File: src/rtl/myproject_mul_share_sched.sv
// myproject_mul_share_sched
//   Round-robin scheduler that time-shares one external 18s x 17ns -> 26
//   multiplier between NUM_REQ requesters. The winning operand pair is
//   registered (S1) onto the multiplier inputs. The combinational product is
//   registered (S2) together with the requester index. S2 drives a single
//   valid/ready response channel.
// Ports
//   ap_clk, ap_rst_n          clock (rising edge), async active-low reset
//   req_valid/req_ready       per-requester handshake; req_ready is one-hot or zero
//   req_a, req_b              packed operands, requester i at [i*W +: W]
//   mul_din0, mul_din1        registered operands to the multiplier
//   mul_dout                  combinational product from the multiplier
//   rsp_valid/rsp_ready       response handshake
//   rsp_p, rsp_id             product and index of the requester that issued it
module myproject_mul_share_sched #(
    parameter int NUM_REQ  = 4,
    parameter int ID_WIDTH = 2,
    parameter int A_WIDTH  = 18,
    parameter int B_WIDTH  = 17,
    parameter int P_WIDTH  = 26
) (
    input  logic                         ap_clk,
    input  logic                         ap_rst_n,
    input  logic [NUM_REQ-1:0]           req_valid,
    output logic [NUM_REQ-1:0]           req_ready,
    input  logic [NUM_REQ*A_WIDTH-1:0]   req_a,
    input  logic [NUM_REQ*B_WIDTH-1:0]   req_b,
    output logic [A_WIDTH-1:0]           mul_din0,
    output logic [B_WIDTH-1:0]           mul_din1,
    input  logic [P_WIDTH-1:0]           mul_dout,
    output logic                         rsp_valid,
    input  logic                         rsp_ready,
    output logic [P_WIDTH-1:0]           rsp_p,
    output logic [ID_WIDTH-1:0]          rsp_id
);

    localparam int unsigned N = NUM_REQ;

    logic                s1_valid;
    logic [ID_WIDTH-1:0] s1_id;
    logic                s2_valid;
    logic [P_WIDTH-1:0]  s2_p;
    logic [ID_WIDTH-1:0] s2_id;
    logic [ID_WIDTH-1:0] ptr;
    // Cleared by reset and set on the first edge after release, so req_ready
    // stays low while reset is held and through the release edge.
    logic                run;

    logic                adv1;
    logic                adv2;
    logic                found;
    logic                xfer;
    logic [ID_WIDTH-1:0] grant;
    logic [A_WIDTH-1:0]  sel_a;
    logic [B_WIDTH-1:0]  sel_b;

    assign adv2 = !s2_valid || rsp_ready;
    assign adv1 = !s1_valid || adv2;

    // Rotating-priority scan starting at ptr; the first valid requester wins.
    always_comb begin
        int unsigned idx;
        found = 1'b0;
        grant = '0;
        sel_a = '0;
        sel_b = '0;
        idx   = 0;
        for (int unsigned k = 0; k < N; k++) begin
            idx = (int'(ptr) + k) % N;
            if (!found && req_valid[idx]) begin
                found = 1'b1;
                grant = idx[ID_WIDTH-1:0];
                sel_a = req_a[idx*A_WIDTH +: A_WIDTH];
                sel_b = req_b[idx*B_WIDTH +: B_WIDTH];
            end
        end
    end

    assign xfer = run && adv1 && found;

    always_comb begin
        req_ready = '0;
        if (xfer) begin
            req_ready[grant] = 1'b1;
        end
    end

    always_ff @(posedge ap_clk or negedge ap_rst_n) begin
        if (!ap_rst_n) begin
            run      <= 1'b0;
            ptr      <= '0;
            s1_valid <= 1'b0;
            s1_id    <= '0;
            mul_din0 <= '0;
            mul_din1 <= '0;
            s2_valid <= 1'b0;
            s2_p     <= '0;
            s2_id    <= '0;
        end else begin
            run <= 1'b1;

            if (xfer) begin
                s1_valid <= 1'b1;
                s1_id    <= grant;
                mul_din0 <= sel_a;
                mul_din1 <= sel_b;
                if (grant == ID_WIDTH'(NUM_REQ - 1)) begin
                    ptr <= '0;
                end else begin
                    ptr <= grant + 1'b1;
                end
            end else if (adv1) begin
                s1_valid <= 1'b0;
            end

            if (adv2) begin
                if (s1_valid) begin
                    s2_valid <= 1'b1;
                    s2_p     <= mul_dout;
                    s2_id    <= s1_id;
                end else begin
                    s2_valid <= 1'b0;
                end
            end
        end
    end

    assign rsp_valid = s2_valid;
    assign rsp_p     = s2_p;
    assign rsp_id    = s2_id;

endmodule

File: config.mk
export PLATFORM = sky130hd
export DESIGN_NAME = myproject_mul_share_sched
export DESIGN_NICKNAME = d
export VERILOG_FILES = /design/src/rtl/myproject_mul_share_sched.sv
export SDC_FILE = /design/constraint.sdc
export NUM_CORES = 1
export LEC_CHECK = 0
export ABC_AREA = 1
export ABC_CLOCK_PERIOD_IN_PS = 6600
export CAP_MARGIN = 20
export CORE_ASPECT_RATIO = 0.7
export CORE_MARGIN = 2
export CORE_UTILIZATION = 35
export DETAILED_ROUTE_END_ITERATION = 8
export SLEW_MARGIN = 20
export SYNTH_ARGS = -nofsm -noshare
export SYNTH_HDL_FRONTEND = slang
export SYNTH_SLANG_ARGS = --single-unit
File: constraint.sdc
create_clock -name ap_clk -period 6.6 [get_ports ap_clk]
set_clock_uncertainty 0.15 [all_clocks]
set_input_delay 1.32 -clock ap_clk [delete_from_list [all_inputs] [get_ports ap_clk]]
set_output_delay 1.32 -clock ap_clk [all_outputs]
set_load 0.01 [all_outputs]
==> impl_metrics.csv <==
group,metric,value,unit
setup_path,cp_slowest_stage_delay,0.54,ns
die,coreArea,0.0209,mm2
drt,drc,0,
timing,worst_slack,1.03,ns
die,rows,44,
min_path,hold_path_class,"reg -> reg",
yosys,synth_cell_types,22,
yosys,ys_ff_latch,70,
yosys,synth_top_area_share,0.419,
layout,final_cell_mix,"838 x nand2_1, 239 x clkdlybuf4s50_1, 115 x nand3_1",
die,die_area,0.0227,mm2
setup_path,startpoint_type,"input port",
power,p_leak,5.51,nW
yosys,synth_top_cells_by_area,"nand2_1 42%, dfrtp_1 23%, nand3_1 7.6%",
timing,rsz0062_at_grt,"false",
timing,slew_viol_final,0,
run_status,status,"completed",
setup_path,critPathKind,"in -> out",
clocking,clock_latency,0.34,ns
setup_path,crit_path_end_kind,"output pin",
clocking,cts_max_level,3,
power,p_per_area,501,mW/mm2
timing,tightest_slew,0.882,ns
place,gp_congestion,0.822,
setup_path,crit_buf_inv,6,
clocking,numCtsBuffers,9,
power,ir_worst_vdd,0.352,mV
clocking,postCtsSetupRepairBufs,0,
drt,drt-vias-per-instance,4.78,
global_routing,grt_pass1_wl,41.9,mm
drt,drt-initial-drc-count,673,
setup_path,r2r.worst_path.cells,13,
clocking,clkSinkCount,70,
timing,max_freq,179,MHz
yosys,netlist_area,0.00753,mm2
clocking,root_buffer,"clkbuf_16",
clocking,cts_hold_buf,0,
drt,drt.antenna.violating_nets,0,
drt,wl,26.5,mm
die,top_level_ports,241,
clocking,cts_tree,"built",
job,max_cap_viol_count,0,
layout,drive_above_1_share,0.0453,
global_routing,antenna_found_initial,0,
global_routing,grt_pass1_vias,8025,
drt,dr_total_vias,9036,
setup_path,cpLargestDelayFamily,"buffers and inverters",
timing,slew_headroom,0.412,
layout,diodes,0,
clocking,cts.clk_slew.worst_paths,0.06,ns
timing,period_share,0.845,
timing,tns,0,ns
global_routing,grt_overflow,0,
die,start_util,0.360,
layout,num-fill-cells,2118,
layout,multiInputGateArea,0.00500,mm2
layout,mostFrequentLayoutCell,"nand2_1",
die,die_x,179,um
place,pre_cts_ws,1.00,ns
setup_path,crit_required,5.13,ns
drt,routedWlPerCell,14.0,um
global_routing,grt_max_degree,97,
layout,area_growth,36.8,%
drt,first_pass_iters,5,
timing,hold_violations,0,
yosys,yosys_warnings,0,
setup_path,worstPathArrival,4.10,ns
die,die_h,127,um
place,portBuffers,240,
setup_path,worstSetupPathDepth,15,
yosys,yosysSeqAreaShare,0.233,
yosys,syn_avg_cell_area,5.24,um2
layout,fin_nets,1785,
clocking,ctsResizeCount,0,
layout,regArea,0.00176,mm2
place,place.detailed.hpwl,18.2,mm
setup_path,critPathSlowestCell,"clkdlybuf4s50_1",
timing,setup_viol,0,
setup_path,worstPathCellList,"clkdlybuf4s50_1, inv_1, nand2_1, nand3_1, nand2_2, buf_4, nor2_4, nand2_1, nand3_1, nand2_1, inv_1, ha_1, inv_1, nor2_1, clkdlybuf4s50_1",
timing,min_period,5.57,ns
global_routing,grt_usage,0.231,
min_path,hold_depth,2,
yosys,syn-num-nets,1616,
yosys,syn_inst,1439,
setup_path,cp_max_fo,36,
clocking,cts_buffer_depth,2,
yosys,synth_largest_area_cell,"nand2_1",
-- power breakdown --
group / internal (mW) / leakage, nW / switching [mW]
registers: 0.639 / 0.857 / 0.135
clock network: 0.334 / 0.153 / 0.210
logic: 1.40 / 4.50 / 2.44
-- cell usage after synthesis --
master	n
nand2_1	841
a21boi_0	1
buf_1	11
inv_1	86
ha_1	4
nand3_1	115
mux2_2	27
nand2_4	1
dfrtp_1	70
conb_1	1
nand2_2	2
a21oi_1	1
buf_4	5
clkbuf_1	34
o21ai_0	87
nor2_4	1
inv_2	4
buf_6	2
buf_2	46
nor2_1	75
o21ai_1	24
nand3_2	1
-- metrics by stage --
stage / instance area [um2] / instances / power [mW] / utilization / hold WS (ns)
global placement: 9960 / 1872 / 4.57 / 0.476 / 0.316
detailed placement: 9960 / 1872 / 4.60 / 0.476 / 0.314
floorplan: 7530 / 1439 / 3.44 / - / 0.305
CTS: 10300 / 1888 / 5.18 / 0.491 / 0.332
global route: 10300 / 1889 / 5.74 / 0.493 / 0.346
finish: 10300 / 1889 / 5.16 / 0.493 / 0.325
-- final cells by class --
type / count / area share
multi-input cells: 1181 / 0.485
well taps: 276 / 0.0335
repair buffers: 256 / 0.246
inverters: 90 / 0.0329
clock inverters: 6 / 0.00910
clock buffers: 10 / 0.0222
flip-flops and latches: 70 / 0.170
-- routing by layer --
layer | vias to the layer above | track usage | part of all wire | wire length, um
li1 | 4744 | - | - | -
met2 | 292 | 0.338 | 0.41 | 10900
met3 | 13 | 0.0378 | 0.062 | 1640
met1 | 3987 | 0.358 | 0.52 | 13700
met4 | 0 | 0.0370 | 0.0081 | 216
met5 | - | 0 | 0 | 0
-- worst register-to-register path: cells and delay by family, from the launching register on --
kind / cells / cell delay, ns
flops: 1 / 0.68
buf+inv: 4 / 1.48
compound gates: 1 / 0.07
simple gates: 8 / 1.74
-- path summary, 6_finish.rpt --
path                                          start                        to  slack [ns]
max in group asynchronous                  ap_rst_n     rsp_p[12]$_DFFE_PN0P_        4.94
min reg2reg                mul_din1[13]$_DFFE_PN0P_  mul_din1[13]$_DFFE_PN0P_        0.33
max                                    req_valid[3]              req_ready[1]        1.03
max reg2reg                      ptr[1]$_DFFE_PN0P_        ptr[1]$_DFFE_PN0P_        2.34
min in group asynchronous                  ap_rst_n  mul_din1[15]$_DFFE_PN0P_        0.77
min                        mul_din1[13]$_DFFE_PN0P_  mul_din1[13]$_DFFE_PN0P_        0.33
-- sequential cells by signal (all words and copies together) (netlist names) --
name	cells
rsp_valid	1
mul_din0	18
run	1
s1_valid	1
mul_din1	17
rsp_id	2
rsp_p	26
ptr	2
s1_id	2
-- kinds of logic after synthesis --
kind of cell | synth area share
and+or+nand+nor | 0.539
buffers and inverters | 0.106
AOI/OAI and AO/OA | 0.0754
DFF | 0.233
muxes | 0.0404
adders and majority gates | 0.00664
other | 0.000498
No activity file was read; power rests on OpenSTA's default activity.
